[config.mk]
export PLATFORM = sky130hd
export DESIGN_NAME = calc_sequencer
export DESIGN_NICKNAME = d
export VERILOG_FILES = /design/src/rtl/calc_pkg.sv /design/src/rtl/button_debounce.sv /design/src/rtl/calc_sequencer.sv
export SDC_FILE = /design/constraint.sdc
export NUM_CORES = 1
export LEC_CHECK = 0
export CAP_MARGIN = 20
export CORE_MARGIN = 2
export CORE_UTILIZATION = 30
export CTS_CLUSTER_SIZE = 8
export DETAILED_ROUTE_END_ITERATION = 16
export PLACE_DENSITY_LB_ADDON = 0.08
export SLEW_MARGIN = 20
export SYNTH_ARGS = -nofsm -noshare
export SYNTH_HDL_FRONTEND = slang
export SYNTH_HIERARCHICAL = 1
export SYNTH_SLANG_ARGS = --single-unit
[constraint.sdc]
create_clock -name clk -period 1.5 [get_ports clk]
set_input_delay 0.15 -clock clk [delete_from_list [all_inputs] [get_ports clk]]
set_output_delay 0.15 -clock clk [all_outputs]
set_load 0.1 [all_outputs]
[src/rtl/calc_pkg.sv]
// Shared state codes and add/sub select values for the calculator front-end.
package calc_pkg;

    typedef enum logic [1:0] {
        S_A    = 2'd0,
        S_B    = 2'd1,
        S_EXEC = 2'd2,
        S_SHOW = 2'd3
    } state_t;

    localparam logic OP_ADD = 1'b1;
    localparam logic OP_SUB = 1'b0;

endpackage

[src/rtl/button_debounce.sv]
// Button conditioning: 2-flop synchroniser, counting debouncer, rising-edge pulse.
module button_debounce #(
    parameter int unsigned DB_CYCLES = 16
) (
    input  logic clk,
    input  logic rst,
    input  logic btn,
    output logic ev
);

    localparam int unsigned CW = (DB_CYCLES > 1) ? $clog2(DB_CYCLES) : 1;

    logic          sync1;
    logic          sync2;
    logic          level;
    logic          level_q;
    logic [CW-1:0] cnt;

    always_ff @(posedge clk) begin
        if (rst) begin
            sync1   <= 1'b0;
            sync2   <= 1'b0;
            level   <= 1'b0;
            level_q <= 1'b0;
            cnt     <= '0;
        end else begin
            sync1   <= btn;
            sync2   <= sync1;
            level_q <= level;
            // Any cycle agreeing with the filtered level restarts the stability count.
            if (sync2 == level) begin
                cnt <= '0;
            end else if (cnt == CW'(DB_CYCLES - 1)) begin
                level <= ~level;
                cnt   <= '0;
            end else begin
                cnt <= cnt + 1'b1;
            end
        end
    end

    assign ev = level & ~level_q;

endmodule

[src/rtl/calc_sequencer.sv]
// ENTER/CLEAR driven sequencer producing load strobes and add/sub select for the calculator datapath.
module calc_sequencer
    import calc_pkg::*;
#(
    parameter int unsigned DB_CYCLES = 16
) (
    input  logic       clk,
    input  logic       rst,
    input  logic       btn_enter,
    input  logic       btn_clear,
    input  logic       op_sw,
    output logic       ld_a,
    output logic       ld_b,
    output logic       ld_out,
    output logic       op_sel,
    output logic [1:0] phase
);

    state_t state;
    logic   enter_ev;
    logic   clear_ev;

    button_debounce #(.DB_CYCLES(DB_CYCLES)) u_enter (
        .clk (clk),
        .rst (rst),
        .btn (btn_enter),
        .ev  (enter_ev)
    );

    button_debounce #(.DB_CYCLES(DB_CYCLES)) u_clear (
        .clk (clk),
        .rst (rst),
        .btn (btn_clear),
        .ev  (clear_ev)
    );

    always_ff @(posedge clk) begin
        if (rst) begin
            state  <= S_A;
            ld_a   <= 1'b0;
            ld_b   <= 1'b0;
            ld_out <= 1'b0;
            op_sel <= OP_ADD;
        end else begin
            ld_a   <= 1'b0;
            ld_b   <= 1'b0;
            ld_out <= 1'b0;
            // Clear overrides everything, including a coincident enter and the EXEC step.
            if (clear_ev) begin
                state <= S_A;
            end else begin
                unique case (state)
                    S_A: if (enter_ev) begin
                        state <= S_B;
                        ld_a  <= 1'b1;
                    end
                    S_B: if (enter_ev) begin
                        state  <= S_EXEC;
                        ld_b   <= 1'b1;
                        op_sel <= op_sw;
                    end
                    S_EXEC: begin
                        state  <= S_SHOW;
                        ld_out <= 1'b1;
                    end
                    S_SHOW: if (enter_ev) begin
                        state <= S_A;
                    end
                    default: state <= S_A;
                endcase
            end
        end
    end

    assign phase = state;

endmodule

==> run_results.csv <==
group,metric,value,unit
final_layout,layout.cells.non_filler,128,
floorplan,die_h,57.3,microns
global_route,antenna_found_initial,0,
worst_setup_path,slowest_delay,0.39,ns
hold_path,holdCritStartpoint,"btn_enter",
logic_synthesis,synth-main-ff-cell,"dfxtp_1",
logic_synthesis,synth_fp_nets,93,
pwr,leakagePower,0.000442,uW
placed_design,place_hpwl,927,microns
worst_setup_path,cp.required,1.70,ns
hold_path,hp-class,"in2reg",
routing,vias_per_cell,4.30,
timing,tns,0,ns
routing,avgRoutedWirePerCell,9.59,microns
final_layout,final_nets,110,
global_route,grt_pass1_wl,2370,microns
floorplan,rows,19,
placed_design,io_buffers,10,
floorplan,die-area,3280,sq um
logic_synthesis,synth-async-reset-ratio,0,%
timing,worstMarginPinSlew,0.393,ns
logic_synthesis,syn_avg_cell_area,10.5,sq um
logic_synthesis,seq_area_frac_synth,51.8,%
clock_network,cts_resized,0,
timing,maxSlewViolCount,0,
final_layout,final.fill_count,264,
final_layout,antennaDiodeCount,0,
floorplan,fp.dieW,57.3,microns
global_route,first_global_vias,581,
run,cap_viol_max_count,0,
floorplan,ioPinCount,11,
final_layout,drive_gt1_share,20.6,%
logic_synthesis,synthTopCellsByCount,"dfxtp_1, nor2_1, nor2b_1, ha_1, inv_1",
final_layout,area_growth,31.6,%
logic_synthesis,ys_warn_count,6,
timing,rsz0062_at_grt,"false",
pwr,ir_drop,0.000434,V
floorplan,initial_core_util,31.1,%
routing,drt_iter0_drc,12,
timing,fin_crit_sh,92.9,%
worst_setup_path,r2r_start,"u_enter/level",
timing,setup_violations,0,
clock_network,cts_max_level,1,
logic_synthesis,synthTopCellsByArea,"dfxtp_1, ha_1, nor2b_1",
routing,drcViolationCount,0,
global_route,overflow,0,
clock_network,clk_pin_slew,0.12,ns
timing,fin_skew,0.00620,ns
timing,slew_headroom,73.8,%
logic_synthesis,synth.distinct_cells,21,
worst_setup_path,cp-end-kind,"flip-flop",
routing,ant_nets,0,
worst_setup_path,r2r_slack,0.11,ns
clock_network,cts_root_buf,"clkbuf_4",
clock_network,postCtsHoldBufs,0,
clock_network,clk_path_buf_depth,2,
worst_setup_path,crit_path_max_fanout,6,
timing,fmax,0.718,GHz
worst_setup_path,path_cells,"nor2b_1, nand2_2, o21a_1, a211o_1",
clock_network,cts_tree,"done",
timing,fin_crit,1.39,ns
global_route,grt_max_degree,14,
status,run_status,"finished clean",
logic_synthesis,synth-seq-cells,22,
worst_setup_path,start_kind,"flip-flop",
logic_synthesis,synth-edff-count,0,
worst_setup_path,slowest_stage,"dfxtp_1",
routing,drtPass1Iterations,2,
worst_setup_path,startpoint,"u_enter/level",
clock_network,postCtsSetupRepairBufs,0,
logic_synthesis,yosysTopAreaCellShare,51.8,%
clock_network,numCtsBuffers,3,
placed_design,place_inst,124,
pwr,p_per_area,893,nW/um^2
timing,hold_violations,0,
global_route,track_usage,9.60,%
logic_synthesis,syn_area,851,sq um
routing,num_vias,551,
floorplan,core_area,2730,sq um
logic_synthesis,synth_most_common_cell,"dfxtp_1",
worst_setup_path,arrival,1.60,ns
logic_synthesis,syn_inst,81,
routing,drt-total-wl,1230,microns
placed_design,place_congestion,0.676,
logic_synthesis,synth_largest_area_cell,"dfxtp_1",
clock_network,cts_num_sinks,22,
worst_setup_path,timing_worst_setup_path_type,"reg2reg",
clock_network,clock_latency,0.30,ns
==> final cells by class <==
cell class	count	area [sq um]	area share, %
clock buffers	4	47.5	4.25
multi-input cells	54	392	35.0
inverters	5	18.8	1.68
well taps	31	38.8	3.46
flip-flops and latches	22	448	40.0
repair buffers	12	175	15.6
==> per-stage QoR <==
step	total power, uW	util, %	area (sq um)	setup slack [ns]	hold slack [ns]
global route	1050	41.0	1120	0.0208	0.381
CTS	1030	41.0	1120	0.109	0.366
finish	1000	41.0	1120	0.106	0.380
detailed placement	635	39.2	1070	0.126	0.432
floorplan	614	-	858	0.147	0.222
global placement	635	39.2	1070	0.167	0.421
==> placed cells by master (no fill, tap or decap), types with 3 or more instances in the layout <==
master / instances
buf_12: 6
clkbuf_4: 3
clkdlybuf4s50_1: 4
dfxtp_1: 20
ha_1: 7
inv_1: 5
nor2_1: 14
nor2b_1: 9
xnor2_1: 4
==> worst max-delay path, delay by kind of cell, from the launching register on <==
kind / cells / cell delay (ns)
compound gates: 2 / 0.42
simple gates: 2 / 0.49
flops: 1 / 0.39
==> layer usage <==
metal,share of wire [%],global-route usage [%]
met5,0,0
met4,1.5,6.98
met3,3.3,2.04
met2,46,14.6
met1,49,12.0
==> cell families after synthesis <==
family | synth area share (%)
muxes | 2.35
adders and majority gates | 10.3
and+or+nand+nor | 22.9
AOI/OAI and AO/OA | 4.26
buffers and inverters | 2.21
DFF | 51.8
xor gates and xnor gates | 6.18
==> power by group <==
part	switching [uW]	leakage [uW]	internal, uW	total (uW)
logic	11.3	0.000236	19.2	30.5
clock network	176	0.0000261	203	379
registers	3.00	0.000180	587	590
total	190	0.000442	810	1000
==> path summary, 6_finish.rpt <==
path | cells past startpoint | endpoint
worst min register to register | 1 | u_clear/cnt[0]
worst max register to register | 4 | op_sel
worst max-delay path | 4 | op_sel
worst min-delay path | 2 | u_enter/sync1
(Power assumes the default switching activity.)
